$ cat config.mk
export PLATFORM = sky130hd
export DESIGN_NAME = lamp_frame_receiver
export DESIGN_NICKNAME = d
export VERILOG_FILES = /design/src/rtl/lamp_frame_pkg.sv /design/src/rtl/frame_byte_timer.sv /design/src/rtl/lamp_frame_receiver.sv
export SDC_FILE = /design/constraint.sdc
export NUM_CORES = 1
export LEC_CHECK = 0
export ABC_AREA = 1
export CORE_ASPECT_RATIO = 1.2
export CORE_UTILIZATION = 40
export CTS_CLUSTER_DIAMETER = 100
export DETAILED_ROUTE_END_ITERATION = 8
export PLACE_DENSITY = 0.59
export SYNTH_ARGS = -nofsm -noshare
export SYNTH_HDL_FRONTEND = slang
export SYNTH_SLANG_ARGS = --single-unit
$ cat constraint.sdc
create_clock -name Sys_CLK -period 7 [get_ports Sys_CLK]
set_clock_uncertainty 0.1 [all_clocks]
set_input_delay 1.4 -clock Sys_CLK [delete_from_list [all_inputs] [get_ports Sys_CLK]]
set_output_delay 1.4 -clock Sys_CLK [all_outputs]
set_load 0.01 [all_outputs]
$ cat src/rtl/lamp_frame_pkg.sv
// Constants, state encoding and helpers shared by the lamp-state frame
// transmitter and receiver.
package lamp_frame_pkg;

  localparam logic [7:0] TRAILER_BYTE  = 8'hEE;
  localparam int         PAYLOAD_BYTES = 14;
  localparam int         LAMP_WIDTH    = 104;

  typedef enum logic [1:0] {
    HUNT    = 2'd0,
    PAYLOAD = 2'd1,
    TRAILER = 2'd2
  } frame_state_t;

  // Event counters stick at all-ones instead of wrapping.
  function automatic logic [15:0] sat_inc16(input logic [15:0] value);
    return (value == 16'hFFFF) ? value : value + 16'd1;
  endfunction

endpackage

$ cat src/rtl/frame_byte_timer.sv
// Inter-byte watchdog: counts idle cycles while enabled and strobes expire_o
// on the cycle the count reaches TIMEOUT_CYCLES-1 without a clear.
module frame_byte_timer #(
  parameter int TIMEOUT_CYCLES = 500000
) (
  input  logic Sys_CLK,
  input  logic GlobalRst,
  input  logic clear_i,
  input  logic enable_i,
  output logic expire_o
);

  localparam int CW = (TIMEOUT_CYCLES > 2) ? $clog2(TIMEOUT_CYCLES) : 1;
  localparam logic [CW-1:0] LAST = CW'(TIMEOUT_CYCLES - 1);

  logic [CW-1:0] count_q;

  // A clear in the same cycle (accepted byte) suppresses expiry.
  assign expire_o = enable_i && !clear_i && (count_q == LAST);

  always_ff @(posedge Sys_CLK or posedge GlobalRst) begin
    if (GlobalRst) begin
      count_q <= '0;
    end else if (clear_i || expire_o) begin
      count_q <= '0;
    end else if (enable_i) begin
      count_q <= count_q + 1'b1;
    end
  end

endmodule

$ cat src/rtl/lamp_frame_receiver.sv
// Reassembles counter + lamp-vector frames terminated by TRAILER_BYTE from the
// UART Rx byte stream; publishes good frames and counts dropped ones.
module lamp_frame_receiver
  import lamp_frame_pkg::*;
#(
  parameter int TIMEOUT_CYCLES = 500000
) (
  input  logic                  Sys_CLK,
  input  logic                  GlobalRst,
  input  logic [7:0]            RxData,
  input  logic                  RxData_valid,
  output logic                  RxData_ready,
  output logic [7:0]            frame_counter,
  output logic [LAMP_WIDTH-1:0] frame_lamp,
  output logic                  frame_valid,
  output logic                  frame_error,
  output logic                  locked,
  output logic [15:0]           good_count,
  output logic [15:0]           error_count
);

  frame_state_t          state_q;
  logic [3:0]            idx_q;
  logic [7:0]            stage_counter_q;
  logic [LAMP_WIDTH-1:0] stage_lamp_q;
  logic [7:0]            frame_counter_q;
  logic [LAMP_WIDTH-1:0] frame_lamp_q;
  logic                  frame_valid_q;
  logic                  frame_error_q;
  logic                  locked_q;
  logic [15:0]           good_count_q;
  logic [15:0]           error_count_q;

  logic accept;
  logic timer_expire;

  assign RxData_ready = !GlobalRst;
  assign accept       = RxData_valid && RxData_ready;

  frame_byte_timer #(
    .TIMEOUT_CYCLES(TIMEOUT_CYCLES)
  ) u_timer (
    .Sys_CLK  (Sys_CLK),
    .GlobalRst(GlobalRst),
    .clear_i  (accept || (state_q == HUNT)),
    .enable_i (state_q != HUNT),
    .expire_o (timer_expire)
  );

  always_ff @(posedge Sys_CLK or posedge GlobalRst) begin
    if (GlobalRst) begin
      state_q         <= HUNT;
      idx_q           <= '0;
      stage_counter_q <= '0;
      stage_lamp_q    <= '0;
      frame_counter_q <= '0;
      frame_lamp_q    <= '0;
      frame_valid_q   <= 1'b0;
      frame_error_q   <= 1'b0;
      locked_q        <= 1'b0;
      good_count_q    <= '0;
      error_count_q   <= '0;
    end else begin
      frame_valid_q <= 1'b0;
      frame_error_q <= 1'b0;
      case (state_q)
        HUNT: begin
          if (accept && (RxData == TRAILER_BYTE)) begin
            state_q  <= PAYLOAD;
            idx_q    <= '0;
            locked_q <= 1'b1;
          end
        end
        PAYLOAD: begin
          if (accept) begin
            // Lamp bytes arrive MSB first, so shifting left lands byte 1 on top.
            if (idx_q == 4'd0) begin
              stage_counter_q <= RxData;
            end else begin
              stage_lamp_q <= {stage_lamp_q[LAMP_WIDTH-9:0], RxData};
            end
            idx_q <= idx_q + 4'd1;
            if (idx_q == 4'(PAYLOAD_BYTES - 1)) begin
              state_q <= TRAILER;
            end
          end else if (timer_expire) begin
            frame_error_q <= 1'b1;
            error_count_q <= sat_inc16(error_count_q);
            state_q       <= HUNT;
            locked_q      <= 1'b0;
          end
        end
        TRAILER: begin
          if (accept && (RxData == TRAILER_BYTE)) begin
            frame_counter_q <= stage_counter_q;
            frame_lamp_q    <= stage_lamp_q;
            frame_valid_q   <= 1'b1;
            good_count_q    <= sat_inc16(good_count_q);
            state_q         <= PAYLOAD;
            idx_q           <= '0;
          end else if (accept || timer_expire) begin
            frame_error_q <= 1'b1;
            error_count_q <= sat_inc16(error_count_q);
            state_q       <= HUNT;
            locked_q      <= 1'b0;
          end
        end
        default: begin
          state_q  <= HUNT;
          locked_q <= 1'b0;
        end
      endcase
    end
  end

  assign frame_counter = frame_counter_q;
  assign frame_lamp    = frame_lamp_q;
  assign frame_valid   = frame_valid_q;
  assign frame_error   = frame_error_q;
  assign locked        = locked_q;
  assign good_count    = good_count_q;
  assign error_count   = error_count_q;

endmodule

==> impl_metrics.yaml <==
detailed_routing:
  vias: 8845
  drc: 0
  vias_per_cell: 4.75
  firstDrtPassIters: 5
  drt_iter0_markers: 582
  totalWireLength_mm: 25.8
  wl_per_cell_um: 13.9
  ant_nets: 0
min_path:
  hold-path-cell-count: 2
  hp-start: "frame_lamp[102]$_DFFE_PP0P_"
  hold_class: "flip-flop to flip-flop"
timing:
  slew_headroom_pct: 29.4
  fmax_mhz: 217
  drv_slew: 0
  finalSetupViolations: 0
  rsz0062_at_grt: "false"
  tns_ns: 0
  fin_crit_sh_pct: 65.7
  min_period_ns: 4.60
  timing.final.hold_violations: 0
  final.setup.worst_slack_ns: 2.40
  worst_slew_pin_slew_ns: 1.06
synthesis:
  synth_ff_type: "dfrtp_1"
  synth_seq_cells: 284
  yosys.cell_types.count: 37
  syn_inst: 1314
  synth_top_area_share_pct: 59.8
  ys_warn_count: 0
  synth_edf_count: 0
  async_reset_ff_share_pct: 100
  syn-num-nets: 1335
  synth_area_um2: 11900
  synth.area.top_cells: "dfrtp_1 60%, nand2_1 11%, o21ai_0 7.8%"
  synth.top_cells.by_count: "359 x nand2_1, 284 x dfrtp_1, 185 x o21ai_0"
  post_synth.cell_area_avg_um2: 9.05
  ys_seq_area_share_pct: 59.8
  synth_most_common_cell: "nand2_1"
  synth_area_leader_cell: "dfrtp_1"
layout:
  finish.net_count: 1478
  final_area_um2: 14800
  diodes: 0
  synthToLayoutAreaGrowth_pct: 24.6
  fin_util_pct: 51.0
  drive_above_1_share_pct: 6.02
  fillers: 2740
worst_setup_path:
  cp.required_ns: 5.50
  startpoint: "GlobalRst"
  crit_arrival_ns: 3.10
  critPathKind: "input pin to output port"
  cp_max_fo: 74
  r2r_start: "state_q[1]$_DFFE_PP0P_"
  critPathMaxStageDelay_ns: 0.64
  crit_path_end_kind: "output port"
  crit_path_frequent_cell: "clkdlybuf4s50_1"
  cp_cell_sequence: "clkdlybuf4s50_1 -> inv_8 -> clkdlybuf4s50_1"
  cpMaxStageDelayCell: "clkdlybuf4s50_1"
  r2r_cells: 5
  start_kind: "input pin"
grt:
  grt_pass1_wl_mm: 43.5
  antenna_found_initial: 0
  overflow: 0
  grt_pass1_vias: 8578
  grt_max_degree: 127
  grtUsageTotal_pct: 17.5
placed_design:
  pre_cts_ws_ns: 2.36
  hpwl_mm: 17.2
  place_congestion: 0.846
  portBuffers: 158
  dpl_cell_area_um2: 13800
power:
  fin_total_pwr_mw: 4.23
  p_leak_nw: 6.58
  vdd_drop_max_mv: 0.141
  powerDensity_nw_per_um2: 286
cts:
  clockBufferDepth: 3
  root_buffer: "clkbuf_16"
  post_cts_buffers: 0
  clkSinkCount: 284
  cts_buffers: 30
  cts.clk_slew.worst_paths_ns: 0.06
  cts_tree: "done"
  insertion_delay_ns: 0.55
  cts-htree-levels: 1
  ctsResizeCount: 0
  hold_buffers: 0
floorplan:
  core-area_um2: 29000
  start_util_pct: 41.0
  dieWidth_um: 159
  pin_count: 159
  die_area_um2: 30400
  dieHeight_um: 191
  std_cell_rows: 68
flow_run:
  drv_cap: 0
status:
  run_status: "complete, no violations"
path summary, 6_finish.rpt:
kind                                                end  slack, ns
min in group asynchronous          idx_q[2]$_DFFE_PP0P_       1.29
max in group asynchronous   stage_lamp_q[7]$_DFFE_PP0P_       3.37
hold reg to reg             frame_lamp[102]$_DFFE_PP0P_       0.38
setup / recovery                           RxData_ready       2.40
hold / removal              frame_lamp[102]$_DFFE_PP0P_       0.38
setup reg to reg           stage_lamp_q[79]$_DFFE_PP0P_       4.08
worst max-delay path: cells and delay by family:
kind | cells | cell delay (ns)
buffers and inverters | 3 | 1.63
layer usage:
metal / track usage [%] / wire, um
met2: 29.1 / 12200
met5: 0 / 0
met4: 4.96 / 494
met3: 2.26 / 997
met1: 24.0 / 12100
through the flow:
stage / instances / hold WS, ns
CTS: 1863 / 0.379
finish: 1863 / 0.377
detailed placement: 1810 / 0.367
global route: 1863 / 0.399
floorplan: 1314 / 0.342
global placement: 1810 / 0.352
final cells by class:
class	count	area, um^2	share of cell area [%]
clock buffer	43	871	5.88
clock inverter	10	153	1.03
inverter	153	582	3.93
multi-input combinational	823	3980	26.9
sequential	284	7110	48.0
tap	385	482	3.25
timing repair buffer	165	1630	11.0
cells by family (layout without fill, tap and decap cells):
kind of cell | after synthesis | in the layout | share of synthesized area (%)
and+or+nand+nor | 534 | 534 | 19.2
DFF | 284 | 284 | 59.8
AOI/OAI and AO/OA | 246 | 246 | 10.7
buffers and inverters | 207 | 371 | 6.92
xor gates and xnor gates | 33 | 33 | 2.43
adders and majority gates | 10 | 10 | 1.05
state kept, by name, summed over array words and instances (netlist names):
name and cells:
state_q 2, frame_error 1, locked 1, frame_lamp 104, stage_counter_q 8, frame_valid 1
u_timer.count_q 19, stage_lamp_q 104, error_count 16, frame_counter 8, good_count 16, idx_q 4
power breakdown:
part	switching (mW)	total [mW]	internal (mW)
Combinational	0.429	0.637	0.208
Sequential	0.124	1.96	1.84
Clock	0.628	1.63	1.00
Total	1.18	4.23	3.05
cell usage in the layout, fill, tap and decap left out, types with 4 or more instances in the layout:
cell               n
nand2_1          359
nor2_1            70
xor2_1            21
inv_2              5
nor2_2             7
a21oi_1           11
buf_4              7
nor3b_1            4
inv_1            147
dfrtp_1          284
clkbuf_16         31
nor3_1            11
clkdlybuf4s50_1  158
nand3_1           32
nand4_1           26
clkbuf_8           5
nand2_2           11
o21ai_0          185
clkbuf_1           7
ha_1              10
o21ai_1           42
bufinv_16          4
xnor2_1           12
clkinv_2           5
Power figures use the tool's default switching activity.
